==> src/rtl/video_ctrl_pkg.sv <==
// Shared types and constants for the video generator control block.
package video_ctrl_pkg;

    localparam int LINE_W  = 12;
    localparam int FRAME_W = 16;

    localparam string POL_NEGATIVE = "NEGATIVE";
    localparam string POL_POSITIVE = "POSITIVE";

    typedef enum logic [1:0] {
        ST_IDLE = 2'd0,
        ST_ARM  = 2'd1,
        ST_RUN  = 2'd2,
        ST_STOP = 2'd3
    } state_t;

    // Line counter increment that sticks at all-ones instead of wrapping.
    function automatic logic [LINE_W-1:0] line_sat_inc(input logic [LINE_W-1:0] v);
        if (v == {LINE_W{1'b1}}) begin
            line_sat_inc = v;
        end else begin
            line_sat_inc = v + LINE_W'(1);
        end
    endfunction

endpackage

==> src/rtl/video_gen_ctrl_if.sv <==
// Control, status and generator-timing signals between the controller and its host/generator.
interface video_gen_ctrl_if;
    import video_ctrl_pkg::*;

    logic               start_i;
    logic               stop_i;
    logic [FRAME_W-1:0] num_frames_i;
    logic               link_req_i;
    logic               repeat_req_i;
    logic               vsync_i;
    logic               data_valid_i;
    logic               video_gen_en_o;
    logic               link_o;
    logic               repeat_en_o;
    logic               busy_o;
    logic [FRAME_W-1:0] frame_cnt_o;
    logic               done_o;
    logic               line_err_o;
    logic               timeout_o;

    modport master (
        output start_i, stop_i, num_frames_i, link_req_i, repeat_req_i, vsync_i, data_valid_i,
        input  video_gen_en_o, link_o, repeat_en_o, busy_o, frame_cnt_o, done_o, line_err_o, timeout_o
    );

    modport slave (
        input  start_i, stop_i, num_frames_i, link_req_i, repeat_req_i, vsync_i, data_valid_i,
        output video_gen_en_o, link_o, repeat_en_o, busy_o, frame_cnt_o, done_o, line_err_o, timeout_o
    );

endinterface

==> src/rtl/sync_edge_det.sv <==
// One register stage on a generator timing input plus a pulse on its transition into the active level.
module sync_edge_det
    import video_ctrl_pkg::*;
#(
    parameter string POLARITY = POL_POSITIVE
) (
    input  logic clk,
    input  logic rst,
    input  logic din,
    output logic edge_pulse
);

    localparam logic ACTIVE_LVL = (POLARITY == POL_NEGATIVE) ? 1'b0 : 1'b1;

    logic sync_r;
    logic prev_r;

    // Sample the input and keep one cycle of history; reset parks both at the inactive level.
    always_ff @(posedge clk) begin
        if (rst) begin
            sync_r <= ~ACTIVE_LVL;
            prev_r <= ~ACTIVE_LVL;
        end else begin
            sync_r <= din;
            prev_r <= sync_r;
        end
    end

    assign edge_pulse = (sync_r == ACTIVE_LVL) && (prev_r != ACTIVE_LVL);

endmodule

==> src/rtl/video_gen_ctrl.sv <==
// Frame sequencer for a video pattern generator: arms on vsync, counts frames and
// lines, and applies link/repeat modes only on frame boundaries.
module video_gen_ctrl
    import video_ctrl_pkg::*;
#(
    parameter int    EXP_LINES    = 768,
    parameter string VSYNC_POL    = POL_NEGATIVE,
    parameter int    ARM_TIMEOUT  = 2000000,
    parameter int    QUIET_CYCLES = 16
) (
    input logic             pixel_clock,
    input logic             rst,
    video_gen_ctrl_if.slave bus
);

    localparam int TMR_W = $clog2(ARM_TIMEOUT + 1);
    localparam int QW    = $clog2(QUIET_CYCLES + 1);
    localparam logic [LINE_W-1:0] EXP_LINE_CNT = LINE_W'(EXP_LINES);
    localparam logic [TMR_W-1:0]  TMR_LAST     = TMR_W'(ARM_TIMEOUT - 1);
    localparam logic [QW-1:0]     QUIET_LAST   = QW'(QUIET_CYCLES - 1);

    state_t             state_r, state_s;
    logic [FRAME_W-1:0] num_frames_r, num_frames_s;
    logic [FRAME_W-1:0] frame_cnt_r, frame_cnt_s, frame_inc_s;
    logic [LINE_W-1:0]  line_cnt_r, line_cnt_s, line_tot_s;
    logic [TMR_W-1:0]   tmr_r, tmr_s;
    logic [QW-1:0]      quiet_r, quiet_s;
    logic               stop_pend_r, stop_pend_s;
    logic               en_r, link_r, link_s, rep_r, rep_s, busy_r;
    logic               done_r, done_s, line_err_r, line_err_s, timeout_r, timeout_s;
    logic               frame_edge_s, line_evt_s;

    sync_edge_det #(.POLARITY(VSYNC_POL)) u_vsync_det (
        .clk(pixel_clock), .rst(rst), .din(bus.vsync_i), .edge_pulse(frame_edge_s)
    );

    sync_edge_det #(.POLARITY(POL_POSITIVE)) u_dv_det (
        .clk(pixel_clock), .rst(rst), .din(bus.data_valid_i), .edge_pulse(line_evt_s)
    );

    // Next-state and next-value logic for the sequencer and all registered outputs.
    always_comb begin
        state_s      = state_r;
        num_frames_s = num_frames_r;
        frame_cnt_s  = frame_cnt_r;
        line_cnt_s   = line_cnt_r;
        tmr_s        = tmr_r;
        quiet_s      = quiet_r;
        stop_pend_s  = stop_pend_r;
        link_s       = link_r;
        rep_s        = rep_r;
        done_s       = 1'b0;
        line_err_s   = line_err_r;
        timeout_s    = timeout_r;
        // A line arriving with the frame edge still belongs to the frame being closed.
        line_tot_s   = line_evt_s ? line_sat_inc(line_cnt_r) : line_cnt_r;
        frame_inc_s  = frame_cnt_r + FRAME_W'(1);

        case (state_r)
            ST_IDLE: begin
                if (bus.start_i) begin
                    state_s      = ST_ARM;
                    num_frames_s = bus.num_frames_i;
                    link_s       = bus.link_req_i;
                    rep_s        = bus.repeat_req_i;
                    frame_cnt_s  = {FRAME_W{1'b0}};
                    line_err_s   = 1'b0;
                    timeout_s    = 1'b0;
                    line_cnt_s   = {LINE_W{1'b0}};
                    tmr_s        = {TMR_W{1'b0}};
                    stop_pend_s  = 1'b0;
                end else begin
                    state_s = ST_IDLE;
                end
            end
            ST_ARM: begin
                if (bus.stop_i) begin
                    stop_pend_s = 1'b1;
                    state_s     = ST_STOP;
                    quiet_s     = {QW{1'b0}};
                end else if (frame_edge_s) begin
                    state_s    = ST_RUN;
                    line_cnt_s = {LINE_W{1'b0}};
                end else if (tmr_r == TMR_LAST) begin
                    timeout_s = 1'b1;
                    state_s   = ST_STOP;
                    quiet_s   = {QW{1'b0}};
                end else begin
                    tmr_s = tmr_r + TMR_W'(1);
                end
            end
            ST_RUN: begin
                if (bus.stop_i) begin
                    stop_pend_s = 1'b1;
                end else begin
                    stop_pend_s = stop_pend_r;
                end
                if (frame_edge_s) begin
                    frame_cnt_s = frame_inc_s;
                    line_err_s  = line_err_r | (line_tot_s != EXP_LINE_CNT);
                    line_cnt_s  = {LINE_W{1'b0}};
                    link_s      = bus.link_req_i;
                    rep_s       = bus.repeat_req_i;
                    if (bus.stop_i || stop_pend_r ||
                        ((num_frames_r != {FRAME_W{1'b0}}) && (frame_inc_s == num_frames_r))) begin
                        state_s = ST_STOP;
                        quiet_s = {QW{1'b0}};
                    end else begin
                        state_s = ST_RUN;
                    end
                end else begin
                    line_cnt_s = line_tot_s;
                end
            end
            ST_STOP: begin
                if (quiet_r == QUIET_LAST) begin
                    state_s     = ST_IDLE;
                    done_s      = 1'b1;
                    stop_pend_s = 1'b0;
                end else begin
                    quiet_s = quiet_r + QW'(1);
                end
            end
            default: begin
                state_s = ST_IDLE;
            end
        endcase
    end

    // State and output registers; reset wins over everything, mid-frame included.
    always_ff @(posedge pixel_clock) begin
        if (rst) begin
            state_r      <= ST_IDLE;
            num_frames_r <= {FRAME_W{1'b0}};
            frame_cnt_r  <= {FRAME_W{1'b0}};
            line_cnt_r   <= {LINE_W{1'b0}};
            tmr_r        <= {TMR_W{1'b0}};
            quiet_r      <= {QW{1'b0}};
            stop_pend_r  <= 1'b0;
            en_r         <= 1'b0;
            link_r       <= 1'b0;
            rep_r        <= 1'b0;
            busy_r       <= 1'b0;
            done_r       <= 1'b0;
            line_err_r   <= 1'b0;
            timeout_r    <= 1'b0;
        end else begin
            state_r      <= state_s;
            num_frames_r <= num_frames_s;
            frame_cnt_r  <= frame_cnt_s;
            line_cnt_r   <= line_cnt_s;
            tmr_r        <= tmr_s;
            quiet_r      <= quiet_s;
            stop_pend_r  <= stop_pend_s;
            en_r         <= (state_s == ST_ARM) || (state_s == ST_RUN);
            link_r       <= link_s;
            rep_r        <= rep_s;
            busy_r       <= (state_s != ST_IDLE);
            done_r       <= done_s;
            line_err_r   <= line_err_s;
            timeout_r    <= timeout_s;
        end
    end

    assign bus.video_gen_en_o = en_r;
    assign bus.link_o         = link_r;
    assign bus.repeat_en_o    = rep_r;
    assign bus.busy_o         = busy_r;
    assign bus.frame_cnt_o    = frame_cnt_r;
    assign bus.done_o         = done_r;
    assign bus.line_err_o     = line_err_r;
    assign bus.timeout_o      = timeout_r;

endmodule

==> src/flat_wrapper.sv <==
// flat-port wrapper written by rule: the top's interface ports become plain ports
module video_gen_ctrl_flat import video_ctrl_pkg::*;
#(
    parameter int    EXP_LINES    = 768,
    parameter string VSYNC_POL    = POL_NEGATIVE,
    parameter int    ARM_TIMEOUT  = 2000000,
    parameter int    QUIET_CYCLES = 16
)
  (pixel_clock, rst, bus_start_i, bus_stop_i, bus_num_frames_i, bus_link_req_i, bus_repeat_req_i, bus_vsync_i, bus_data_valid_i, bus_video_gen_en_o, bus_link_o, bus_repeat_en_o, bus_busy_o, bus_frame_cnt_o, bus_done_o, bus_line_err_o, bus_timeout_o);
  video_gen_ctrl_if bus_i ();
  input logic pixel_clock;
  input logic rst;
  input wire logic [$bits(bus_i.start_i)-1:0] bus_start_i;
  input wire logic [$bits(bus_i.stop_i)-1:0] bus_stop_i;
  input wire logic [$bits(bus_i.num_frames_i)-1:0] bus_num_frames_i;
  input wire logic [$bits(bus_i.link_req_i)-1:0] bus_link_req_i;
  input wire logic [$bits(bus_i.repeat_req_i)-1:0] bus_repeat_req_i;
  input wire logic [$bits(bus_i.vsync_i)-1:0] bus_vsync_i;
  input wire logic [$bits(bus_i.data_valid_i)-1:0] bus_data_valid_i;
  output wire logic [$bits(bus_i.video_gen_en_o)-1:0] bus_video_gen_en_o;
  output wire logic [$bits(bus_i.link_o)-1:0] bus_link_o;
  output wire logic [$bits(bus_i.repeat_en_o)-1:0] bus_repeat_en_o;
  output wire logic [$bits(bus_i.busy_o)-1:0] bus_busy_o;
  output wire logic [$bits(bus_i.frame_cnt_o)-1:0] bus_frame_cnt_o;
  output wire logic [$bits(bus_i.done_o)-1:0] bus_done_o;
  output wire logic [$bits(bus_i.line_err_o)-1:0] bus_line_err_o;
  output wire logic [$bits(bus_i.timeout_o)-1:0] bus_timeout_o;
  assign bus_i.start_i = bus_start_i;
  assign bus_i.stop_i = bus_stop_i;
  assign bus_i.num_frames_i = bus_num_frames_i;
  assign bus_i.link_req_i = bus_link_req_i;
  assign bus_i.repeat_req_i = bus_repeat_req_i;
  assign bus_i.vsync_i = bus_vsync_i;
  assign bus_i.data_valid_i = bus_data_valid_i;
  assign bus_video_gen_en_o = bus_i.video_gen_en_o;
  assign bus_link_o = bus_i.link_o;
  assign bus_repeat_en_o = bus_i.repeat_en_o;
  assign bus_busy_o = bus_i.busy_o;
  assign bus_frame_cnt_o = bus_i.frame_cnt_o;
  assign bus_done_o = bus_i.done_o;
  assign bus_line_err_o = bus_i.line_err_o;
  assign bus_timeout_o = bus_i.timeout_o;
  video_gen_ctrl #(.EXP_LINES(EXP_LINES), .VSYNC_POL(VSYNC_POL), .ARM_TIMEOUT(ARM_TIMEOUT), .QUIET_CYCLES(QUIET_CYCLES)) u_core (.pixel_clock(pixel_clock), .rst(rst), .bus(bus_i));
endmodule
==> config.mk <==
export PLATFORM = sky130hd
export DESIGN_NAME = video_gen_ctrl_flat
export DESIGN_NICKNAME = d
export VERILOG_FILES = /design/src/rtl/video_ctrl_pkg.sv /design/src/rtl/video_gen_ctrl_if.sv /design/src/rtl/sync_edge_det.sv /design/src/rtl/video_gen_ctrl.sv /design/src/flat_wrapper.sv
export SDC_FILE = /design/constraint.sdc
export NUM_CORES = 1
export LEC_CHECK = 0
export ABC_AREA = 1
export BUFFER_PORTS_ARGS = -buffer_cell sky130_fd_sc_hd__buf_2
export CELL_PAD_IN_SITES_DETAIL_PLACEMENT = 1
export CELL_PAD_IN_SITES_GLOBAL_PLACEMENT = 2
export CORE_MARGIN = 5
export CORE_UTILIZATION = 35
export CTS_CLUSTER_DIAMETER = 120
export DETAILED_ROUTE_END_ITERATION = 16
export PLACE_DENSITY = 0.9
export RECOVER_POWER = 100
export SYNTH_ARGS = -nofsm -noshare
export SYNTH_HDL_FRONTEND = slang
export SYNTH_SLANG_ARGS = --single-unit
==> constraint.sdc <==
create_clock -name pixel_clock -period 3.95 [get_ports pixel_clock]
set_input_delay 0.395 -clock pixel_clock [delete_from_list [all_inputs] [get_ports pixel_clock]]
set_output_delay 0.395 -clock pixel_clock [all_outputs]
set_load 0.01 [all_outputs]
# Word-level counts from Yosys, hierarchy flattened
# Cells that the tools add are included.
[classes] n_addsub=4 eq_ne=23 n_mux=47 n_bitwise=4 n_reduce_logical=22
[ops] cell="21-bit two-way mux" n=4
[ops] cell="12-bit two-way mux" n=6
[ops] cell="21-bit case mux with 2 select lines" n=1
[ops] cell="12-bit case mux with 3 select lines" n=1
[ops] cell="16-bit two-way mux" n=2
[ops] cell="16-bit case mux with 2 select lines" n=1
[ops] cell="5-bit two-way mux" n=6
[ops] cell="21-bit by 1-bit adder with 21-bit output (second input constant)" n=1
[ops] cell="21-bit == test (second input constant)" n=1
[ops] cell="16-bit by 1-bit adder with 16-bit output (second input constant)" n=1
[ops] cell="16-bit == test" n=1
[ops] cell="16-bit nonzero test" n=1
[ops] cell="5-bit case mux with 3 select lines" n=1
[ops] cell="1-bit two-way mux" n=14
[ops] cell="12-bit by 1-bit adder with 12-bit output (second input constant)" n=1
[ops] cell="12-bit == test (second input constant)" n=1
[ops] cell="12-bit by 10-bit inequality test with 1-bit output (second input constant)" n=1
[ops] cell="2-bit by 1-bit inequality test with 1-bit output (second input constant)" n=6
[ops] cell="2-bit two-way mux" n=5
[ops] cell="2-bit inequality test (second input constant)" n=5
[ops] cell="5-bit AND reduction" n=2
[ops] cell="1-bit case mux with 2 select lines" n=4
[ops] cell="2-bit case mux with 4 select lines" n=1
[ops] cell="2-bit == test (second input constant)" n=3
[ops] cell="other kinds (18)" n=30
[totals] regBits=84 inputBits=24 out_inout_bits=23 word_cells=118

# Logic depth before layout (Yosys ltp)
# Gate-level depths: netlist of the first run.
[logic_depth] ltp_word=9 depth_mapped=19 ltp_nobuf=19

# Hierarchy
# Synthesis of the first run repeated with hierarchy kept, for this count alone.
[hier_totals] hier_cells=763 area_unflattened_um2=4952.2
[by_module_without_submodules] module="video_gen_ctrl" n_inst=1 cells_each=747 area_each_um2=4827.1 seq_area_each_um2=1601.5
[by_module_without_submodules] module="sync_edge_det at u_core.u_vsync_det" n_inst=1 cells_each=9 area_each_um2=66.3 seq_area_each_um2=40.0
[by_module_without_submodules] module="sync_edge_det at u_core.u_dv_det" n_inst=1 cells_each=7 area_each_um2=58.8 seq_area_each_um2=40.0

# Least setup slack after synthesis of the first run
# Ideal clock, no wire load.
[synth_path] path_type="reg-to-reg" startpoint="register u_core.frame_cnt_r[0] (netlist: u_core.bus.frame_cnt_o[0])" endpoint="register u_core.en_r (netlist: u_core.bus.video_gen_en_o)" setup_ns=0.118 arrival_time_ns=2.206 required_time_ns=3.832 path_slack_ns=1.626 path_stages_with_launch=19 n_path_buf=0 period_less_slack_ns=2.324 cell_sequence="dfxtp_1 ha_1 nand2_1 nor2_4 nand2_1 nand2_1 nand2_1 nand2_1 nand2_1 inv_2 nand3_1 nor2_1 nand2_2 nand2_1 nand2_1 and2_4 ha_1 inv_1 nor2_1"
[synth_via] elab_chain_len=9 word_cells_on_any_way=10 cone_classes="1 x add/sub; 3 x eq/ne; 3 x mux; 3 x reduce/logical"
[synth_rtl] element="start: declaration" line_no="video_gen_ctrl.sv:24" text="logic [FRAME_W-1:0] frame_cnt_r, frame_cnt_s, frame_inc_s;"
[synth_rtl] element="start signal: assignment" line_no="video_gen_ctrl.sv:135" text="frame_cnt_r <= {FRAME_W{1'b0}};"
[synth_rtl] element="start signal: assignment" line_no="video_gen_ctrl.sv:150" text="frame_cnt_r <= frame_cnt_s;"
[synth_rtl] element="16-bit by 1-bit adder with 16-bit output *" line_no="video_gen_ctrl.sv:57" text="frame_inc_s = frame_cnt_r + FRAME_W'(1);"
[synth_rtl] element="16-bit == test *" line_no="video_gen_ctrl.sv:105" text="((num_frames_r != {FRAME_W{1'b0}}) && (frame_inc_s == num_frames_r))) begin"
[synth_rtl] element="1-bit logical AND *" line_no="video_gen_ctrl.sv:105"
[synth_rtl] element="1-bit logical OR *" line_no="video_gen_ctrl.sv:104" text="if (bus.stop_i || stop_pend_r ||"
[synth_rtl] element="1-bit two-way mux *" line_no="video_gen_ctrl.sv:104"
[synth_rtl] element="2-bit two-way mux *" line_no="video_gen_ctrl.sv:98" text="if (frame_edge_s) begin"
[synth_rtl] element="2-bit case mux with 4 select lines *" line_no="video_gen_ctrl.sv:59" text="case (state_r)"
[synth_rtl] element="2-bit by 1-bit == test with 1-bit output / 2-bit == test (equally long branches)" line_no="video_gen_ctrl.sv:155" text="en_r <= (state_s == ST_ARM) || (state_s == ST_RUN);"
[synth_rtl] element="1-bit logical OR *" line_no="video_gen_ctrl.sv:155"
[synth_rtl] element="end signal: assignment" line_no="video_gen_ctrl.sv:155"
[synth_rtl] element="end: declaration" line_no="video_gen_ctrl.sv:29" text="logic en_r, link_r, link_s, rep_r, rep_s, busy_r;"
# Mark *: on every way between the ends. The rest lies on a longest branch, timed or not.
# A chain may end at the register's enable or synchronous reset.

# Final worst setup path of the first run
[layout_path] startpoint="register u_core.state_r[1]" endpoint="register u_core.tmr_r[4]"
[layout_via] elab_chain_len=3 word_cells_on_any_way=9 cone_classes="5 x eq/ne; 1 x mux; 3 x reduce/logical"
[layout_rtl] element="start: declaration" line_no="video_gen_ctrl.sv:22" text="state_t state_r, state_s;"
[layout_rtl] element="start signal: assignment" line_no="video_gen_ctrl.sv:148" text="state_r <= state_s;"
[layout_rtl] element="2-bit by 1-bit == test with 1-bit output / 2-bit zero test (equally long branches)" line_no="video_gen_ctrl.sv:59"
[layout_rtl] element="2-bit inequality test (no line) / 2-bit nonzero test (equally long branches)"
[layout_rtl] element="5-bit AND reduction (no line)"
[layout_rtl] element="end signal: assignment" line_no="video_gen_ctrl.sv:137" text="tmr_r <= {TMR_W{1'b0}};"
[layout_rtl] element="end signal: assignment" line_no="video_gen_ctrl.sv:152" text="tmr_r <= tmr_s;"
[layout_rtl] element="end: declaration" line_no="video_gen_ctrl.sv:26" text="logic [TMR_W-1:0] tmr_r, tmr_s;"
# Parallel ways exist; a longest one is shown, timed or not.

==> results of run 1 <==
==> metrics by stage <==
step / area, sq um / worst slack (ns) / cells
finish: 5550 / 0.726 / 971
global route: 5550 / 0.465 / 971
CTS: 5610 / 0.847 / 971
detailed placement: 5300 / 0.853 / 955
global placement: 5300 / 1.00 / 955
floorplan: 4910 / 1.63 / 748
==> worst max-delay path: cells and delay by family (launching register included) <==
| family | cells | cell delay, ns |
|---|---|---|
| buf+inv | 3 | 1.01 |
| simple gates | 2 | 0.72 |
| compound gates | 4 | 0.71 |
| flops | 1 | 0.36 |
| fa+ha+maj | 1 | 0.30 |
==> layout by cell type, fill, tap and decap left out, types with 2 or more instances in the layout <==
| cell | n |
|---|---|
| or2_2 | 4 |
| nor2_4 | 3 |
| nand3b_1 | 2 |
| bufinv_16 | 2 |
| nand4_1 | 22 |
| xnor2_1 | 9 |
| nand3_1 | 64 |
| clkbuf_16 | 9 |
| a211oi_1 | 5 |
| buf_2 | 23 |
| a21oi_1 | 64 |
| dfxtp_1 | 84 |
| nand2_1 | 188 |
| inv_2 | 3 |
| inv_1 | 79 |
| nor4_1 | 6 |
| xnor3_1 | 3 |
| nor2_2 | 8 |
| nor2_1 | 85 |
| clkbuf_1 | 26 |
| clkinv_1 | 4 |
| xor2_1 | 18 |
| o21ai_0 | 32 |
| nand2_2 | 4 |
| clkinv_2 | 3 |
| ha_1 | 10 |
| nor3_1 | 22 |
==> metal layers <==
layer  global-route usage  vias to the layer above  part of all wire
li1                     -                     2501                 -
met1                0.258                     2373              0.49
met2                0.308                       76              0.46
met3               0.0274                       15             0.040
met4               0.0612                        0             0.014
met5                    0                        -                 0
==> flip-flops by register name (all words and copies together) (netlist names), 2 cells and up <==
name,count
u_core.tmr_r,21
u_core.bus.frame_cnt_o,16
u_core.num_frames_r,16
u_core.line_cnt_r,12
u_core.quiet_r,5
u_core.state_r,2
==> worst paths after layout <==
path,start,endpoint,slack (ns),depth (start not counted)
min reg2reg,u_core.u_vsync_det.sync_r$_SDFF_PP1_,u_core.u_vsync_det.prev_r$_SDFF_PP1_,0.43,2
max reg2reg,u_core.state_r[1]$_SDFF_PP0_,u_core.tmr_r[4]$_SDFFE_PP0P_,0.73,10
max,u_core.state_r[1]$_SDFF_PP0_,u_core.tmr_r[4]$_SDFFE_PP0P_,0.73,10
min,bus_vsync_i,u_core.u_vsync_det.sync_r$_SDFF_PP1_,0.24,2
==> final cells by class <==
cell class | count | area [sq um] | area share
sequential | 84 | 1680 | 0.303
timing repair buffer | 49 | 216 | 0.0390
inverter | 86 | 323 | 0.0582
multi-input combinational | 556 | 2780 | 0.502
clock inverter | 5 | 75.1 | 0.0135
tap | 180 | 225 | 0.0406
clock buffer | 11 | 243 | 0.0438
==> cells by family after synthesis <==
group / Yosys count
DFF: 84
buffers and inverters: 108
xor gates and xnor gates: 30
and+or+nand+nor: 412
AOI/OAI and AO/OA: 104
adders and majority gates: 10
==> power by group through the flow <==
| stage | Combinational [uW] | Sequential [uW] | Clock, uW |
|---|---|---|---|
| finish | 264 | 916 | 934 |
| global route | 298 | 920 | 989 |
| CTS | 274 | 916 | 954 |
| detailed placement | 272 | 935 | 0 |
| global placement | 262 | 933 | 0 |
| floorplan | 192 | 927 | 0 |
==> impl_metrics.ini, run 1 <==
[outcome]
status = complete, but fails checks
violations = capacitance limit, slew limit

[clock_tree]
cts_buffers = 9
htree_levels = 3
hold_buffers = 0
clock-sinks = 84
clk_latency_ns = 0.35
post_cts_buffers = 0
clk_path_buf_depth = 2
cts_root_buf = clkbuf_16
cts_tree = yes
clkSlewWorstSetupHoldPaths_ns = 0.06
post_cts_resized = 0

[sta]
relSlewSlack = -0.684
fmax_mhz = 310
period_share = 0.816
holdWs_ns = 0.239
finalClockSkew_ns = 0.00800
slew_violations = 52
timing.setup.tns_ns = 0
hold_viol = 0
grt_setup_unrepaired = no
fin_crit_ns = 3.22
worst_pin_slew_ns = 2.53
setup_viol = 0

[global_route]
grt_max_degree = 52
grtUsageTotal = 0.189
antenna_found_initial = 0
overflow = 0
grt_pass1_vias = 5094
grt_pass1_wl_um = 25100

[yosys]
synth-simple-area-share = 0.375
synthFlopType = dfxtp_1
synth-edff-count = 0
yosysMostFrequentCell = nand2_1
synth_area_sq_mm = 0.00491
ys_types = 32
synth_top_family_by_area = simple AND/OR/NAND/NOR gates
synth_seq_cells = 84
synth_warnings = 0
synthTopCellsByArea = dfxtp_1 (34%), nand2_1 (14%), a21oi_1 (6.5%), nand3_1 (6.4%), nor2_1 (6.4%)
yosys.area_share.xor_xnor = 0.0619
muxShareOfSynthArea = 0
yosys.area.top_type = dfxtp_1
synth_compound_area_frac = 0.111
async_flop_share = 0
synth_common_cells = nand2_1 (185), dfxtp_1 (84), nor2_1 (84)
synth-adder-area-share = 0.0255
synth_nets = 782
syn_avg_cell_area_sq_um = 6.56
synth.top_cell.area_share = 0.343
synth-seq-area-share = 0.343
syn_inst = 748

[layout]
area_growth_pct = 13.0
fill_cells = 1844
drive_above_1_share = 0.0809
n_antenna_cell = 0
finalNetCount = 820
utilization = 0.401

[routing]
routed_wl_um = 15100
ant_nets = 0
drt_iter0_drc = 266
drc = 0
dr.pass1.iters = 4
vias_per_cell = 5.11
vias = 4965
wl_per_cell_um = 15.5

[floorplanning]
num_rows = 43
pin_count = 47
die_h_um = 128
initial_utilization = 0.355
die_x_um = 128
dieArea_sq_mm = 0.0165
core_area_sq_mm = 0.0138

[pwr]
p_comb_frac = 0.125
pwr-share-clk = 0.442
seqPwrFrac = 0.433
intPower_uw = 1540
p_leak_uw = 0.00212
finalPower_uw = 2110
switching_share = 0.273
switchingPower_uw = 577
max-vdd-ir-drop_uv = 257
powerDensity_mw_per_mm2 = 381

[critical_path]
max_stage_delay_ns = 0.55
arrival_ns = 3.46
path_class = flop to flop
worst-path-max-fanout = 25
slowest_stage = nand2_1
worst_setup_path_end_kind = flop
startpoint_type = flop
path_cells = inv_1, ha_1, inv_1, a21oi_1, a211oi_1, nand2_1, inv_1, nand3_1, o21ai_0, a21oi_1
cp_common_cell = inv_1
critPathRequiredTime_ns = 4.18

[min_path]
hold_path.class = input pin to flop

[placed_design]
io_buffers = 46
post-dp-hpwl_um = 11200
gp_congestion = 0.861

[flow_run]
drv_cap = 1
(Power assumes the default switching activity.)
==> run 2, diff against run 1 <==
- CORE_UTILIZATION: 35 -> 33
- PLACE_DENSITY: 0.9 -> 0.86
- clock period: 3.95 -> 3 ns (I/O delays scaled with it)
==> impl_metrics.ini, run 2 (synthesis gave the netlist of run 1 again) <==
[routing]
dr.pass1.iters = 4
ant_nets = 0
wl_per_cell_um = 15.4
vias_per_cell = 5.05
drt_iter0_drc = 224
routed_wl_um = 15100
vias = 4965
drc = 0

[floorplanning]
pin_count = 47
num_rows = 44
dieArea_sq_mm = 0.0174
die_x_um = 132
initial_utilization = 0.336
die_h_um = 132
core_area_sq_mm = 0.0146

[outcome]
status = complete, but fails checks
violations = capacitance limit, slew limit

[critical_path]
path_cells = ha_1, nand2_1, nor2_4, nand2_1, nand2_1, nand2_1, nand2_1, nand2_1, clkinv_1, nand3_1, nor2_1, nand2_2, nand2_1, nand2_1, and2_4, ha_1, inv_1, nor2_1
cp_num_buf_inv = 2
max_stage_delay_ns = 0.48
path_class = flop to flop
cp_top_family = simple AND/OR/NAND/NOR gates
slowest_stage = dfxtp_1
worst-path-max-fanout = 8
arrival_ns = 2.80
startpoint_type = flop
cp_common_cell = nand2_1
critPathRequiredTime_ns = 3.20
worst_setup_path_end_kind = flop

[layout]
n_antenna_cell = 0
area_growth_pct = 13.9
final_cell_mix = nand2_1 (187), nor2_1 (84), dfxtp_1 (84)
largest-register = u_core.tmr_r
drive_above_1_share = 0.0901
largest_reg_flops = 21
fill_cells = 1904
utilization = 0.383
layout_commonest_cell = nand2_1
finalNetCount = 828
multi_input_area_sq_mm = 0.00280
regArea_sq_mm = 0.00168

[clock_tree]
clock-sinks = 84
htree_levels = 3
cts_tree = yes
hold_buffers = 0
clk_path_buf_depth = 2
post_cts_resized = 0
clk_latency_ns = 0.35
clkSlewWorstSetupHoldPaths_ns = 0.06
post_cts_buffers = 0
cts_buffers = 9
cts_root_buf = clkbuf_16

[placed_design]
gp_congestion = 0.895
post-dp-hpwl_um = 11500
place_ws_ns = 0.396
io_buffers = 46

[sta]
holdWs_ns = 0.137
setup_slack_ns = 0.394
hold_viol = 0
fmax_mhz = 384
timing.setup.tns_ns = 0
worst_pin_slew_ns = 1.90
relSlewSlack = -0.269
period_share = 0.869
finalClockSkew_ns = 0.00803
fin_crit_ns = 2.61
setup_viol = 0
slew_violations = 39
grt_setup_unrepaired = no

[global_route]
antenna_found_initial = 0
grt_pass1_wl_um = 25700
overflow = 0
grt_max_degree = 39
grt_pass1_vias = 5072
grtUsageTotal = 0.176

[pwr]
max-vdd-ir-drop_uv = 271
powerDensity_mw_per_mm2 = 476
p_leak_uw = 0.00215
finalPower_uw = 2660

[min_path]
hold_path.class = input pin to flop

[flow_run]
drv_cap = 1
-- run 2: cell count changes in the layout (fill, tap and decap cells not counted), sizes merged --
cell    previous run  this run
bufinv             2         0
buf               24        31
inv               82        81
clkbuf            36        41
clkinv             7         6
-- run 2: final cells by class --
cell class | count | share of cell area
inverters | 86 | 0.0578
flip-flops and latches | 84 | 0.301
clock inverters | 1 | 0.000895
multi-input cells | 556 | 0.500
repair buffers | 57 | 0.0495
well taps | 184 | 0.0412
clock buffers | 15 | 0.0497
-- run 2: power breakdown --
group / switching [uW] / total (uW) / internal (uW)
clock network: 454 / 1080 / 629
logic: 245 / 371 / 126
registers: 41.8 / 1210 / 1160
total: 741 / 2660 / 1920
-- run 2: final timing paths --
kind	start	to	slack [ns]	cells past startpoint
max reg2reg	u_core.bus.frame_cnt_o[0]$_SDFFE_PP0P_	u_core.bus.video_gen_en_o$_SDFF_PP0_	0.39	18
min reg2reg	u_core.u_vsync_det.sync_r$_SDFF_PP1_	u_core.u_vsync_det.prev_r$_SDFF_PP1_	0.43	2
min	bus_vsync_i	u_core.u_vsync_det.sync_r$_SDFF_PP1_	0.14	2
max	u_core.bus.frame_cnt_o[0]$_SDFFE_PP0P_	u_core.bus.video_gen_en_o$_SDFF_PP0_	0.39	18
-- run 2: metal layers --
layer  wire, um  track usage
met5          0            0
met4        197       0.0537
met3        554       0.0294
met2       7150        0.285
met1       7240        0.240
-- run 2: stage by stage --
step | area (sq um) | instances
6_report | 5590 | 983
5_1_grt | 5590 | 983
4_1_cts | 5640 | 983
3_5_place_dp | 5360 | 967
3_3_place_gp | 5360 | 967
2_1_floorplan | 4910 | 748
==> run 3, diff against run 2 <==
- HOLD_SLACK_MARGIN: default -> 0.15
==> impl_metrics.ini, run 3 (synthesis gave the netlist of run 1 again) <==
[outcome]
status = complete, but fails checks
violations = capacitance limit, slew limit

[sta]
setup_viol = 0
timing.setup.tns_ns = 0
fmax_mhz = 384
relSlewSlack = -0.268
finalClockSkew_ns = 0.00818
period_share = 0.869
worst_pin_slew_ns = 1.90
hold_viol = 0
fin_crit_ns = 2.61
grt_setup_unrepaired = no
slew_violations = 39

[clock_tree]
clk_path_buf_depth = 2
cts_tree = yes
htree_levels = 3
cts_root_buf = clkbuf_16
post_cts_buffers = 0
clk_latency_ns = 0.35
clock-sinks = 84
clkSlewWorstSetupHoldPaths_ns = 0.06
cts_buffers = 9

[routing]
drc = 0
drt_iter0_drc = 215
dr.pass1.iters = 4
ant_nets = 0
routed_wl_um = 15100
vias = 4973
vias_per_cell = 5.05
wl_per_cell_um = 15.4

[placed_design]
gp_congestion = 0.895
post-dp-hpwl_um = 11500
io_buffers = 46
place_area_sq_mm = 0.00536

[global_route]
grt_pass1_wl_um = 25700
overflow = 0
grt_max_degree = 39
grtUsageTotal = 0.176
antenna_found_initial = 0
grt_pass1_vias = 5071

[floorplanning]
die_h_um = 132
dieArea_sq_mm = 0.0174
num_rows = 44
core_area_sq_mm = 0.0146
pin_count = 47
die_x_um = 132
initial_utilization = 0.336

[critical_path]
path_class = flop to flop
reg2reg_slack_ns = 0.39
critPathRequiredTime_ns = 3.20
arrival_ns = 2.80
worst_setup_path_end_kind = flop
startpoint_type = flop
worst-path-max-fanout = 8

[layout]
regArea_sq_mm = 0.00168
largest-register = u_core.tmr_r
finalNetCount = 829
fin_area_sq_mm = 0.00560
largest_reg_flops = 21
multi_input_area_sq_mm = 0.00280
area_growth_pct = 14.1
fill_cells = 1903
layout_commonest_cell = nand2_1
n_antenna_cell = 0
drive_above_1_share = 0.0900
final_cell_mix = nand2_1 (187), nor2_1 (84), dfxtp_1 (84)

[flow_run]
drv_cap = 1

[pwr]
max-vdd-ir-drop_uv = 271
powerDensity_mw_per_mm2 = 476
p_leak_uw = 0.00215

[min_path]
hold_path.class = input pin to flop
-- run 3: power breakdown --
| part | total, uW | leakage [uW] | switching (uW) | internal [uW] |
|---|---|---|---|---|
| Sequential | 1210 | 0.000684 | 41.8 | 1160 |
| Clock | 1090 | 0.000140 | 457 | 629 |
| Combinational | 371 | 0.00133 | 245 | 126 |
-- run 3: worst max-delay path, cell delays in order (launching register included) --
cell and delay, ns:
dfxtp_1 0.49, ha_1 0.25, nand2_1 0.14, nor2_4 0.22
nand2_1 0.12, nand2_1 0.11, nand2_1 0.06, nand2_1 0.06
nand2_1 0.05, clkinv_1 0.04, nand3_1 0.07, nor2_1 0.12
nand2_2 0.09, nand2_1 0.06, nand2_1 0.05, and2_4 0.17
ha_1 0.28, inv_1 0.05, nor2_1 0.03
-- run 3: cell type report --
| cell class | instances | area share |
|---|---|---|
| multi-input combinational | 556 | 0.499 |
| clock inverter | 1 | 0.000894 |
| inverter | 86 | 0.0577 |
| clock buffer | 15 | 0.0496 |
| tap | 184 | 0.0411 |
| sequential | 84 | 0.300 |
| timing repair buffer | 58 | 0.0512 |
-- run 3: final timing paths --
| path | from | endpoint | cells past startpoint |
|---|---|---|---|
| setup / recovery | u_core.bus.frame_cnt_o[0]$_SDFFE_PP0P_ | u_core.bus.video_gen_en_o$_SDFF_PP0_ | 18 |
| hold / removal | bus_data_valid_i | u_core.u_dv_det.sync_r$_SDFF_PP0_ | 3 |
| setup reg to reg | u_core.bus.frame_cnt_o[0]$_SDFFE_PP0P_ | u_core.bus.video_gen_en_o$_SDFF_PP0_ | 18 |
| hold reg to reg | u_core.u_vsync_det.sync_r$_SDFF_PP1_ | u_core.u_vsync_det.prev_r$_SDFF_PP1_ | 2 |
-- run 3: routing by layer --
layer / track usage / share of wire / wire length, um / vias to the layer above
met2: 0.285 / 0.47 / 7150 / 60
met3: 0.0294 / 0.035 / 528 / 14
met1: 0.241 / 0.48 / 7260 / 2388
met4: 0.0537 / 0.013 / 197 / 0
met5: 0 / 0 / 0 / -
li1: - / - / - / 2511
-- run 3: what timing repair did --
| action | in CTS | in global routing |
|---|---|---|
| hold buffers | 1 | 0 |
| endpoints found under the hold margin | 1 | 0 |
| resized for setup | 0 | 0 |
-- run 3: metrics by stage --
stage / hold WS, ns / setup slack [ns] / util / power, uW / std cells
CTS: 0.156 / 0.373 / 0.387 / 2710 / 984
detailed placement: 0.415 / 0.396 / 0.367 / 1610 / 967
global route: 0.169 / 0.0785 / 0.384 / 2800 / 984
finish: 0.164 / 0.393 / 0.384 / 2660 / 984
global placement: 0.410 / 0.547 / 0.367 / 1600 / 967
floorplan: 0.392 / 0.676 / - / 1470 / 748
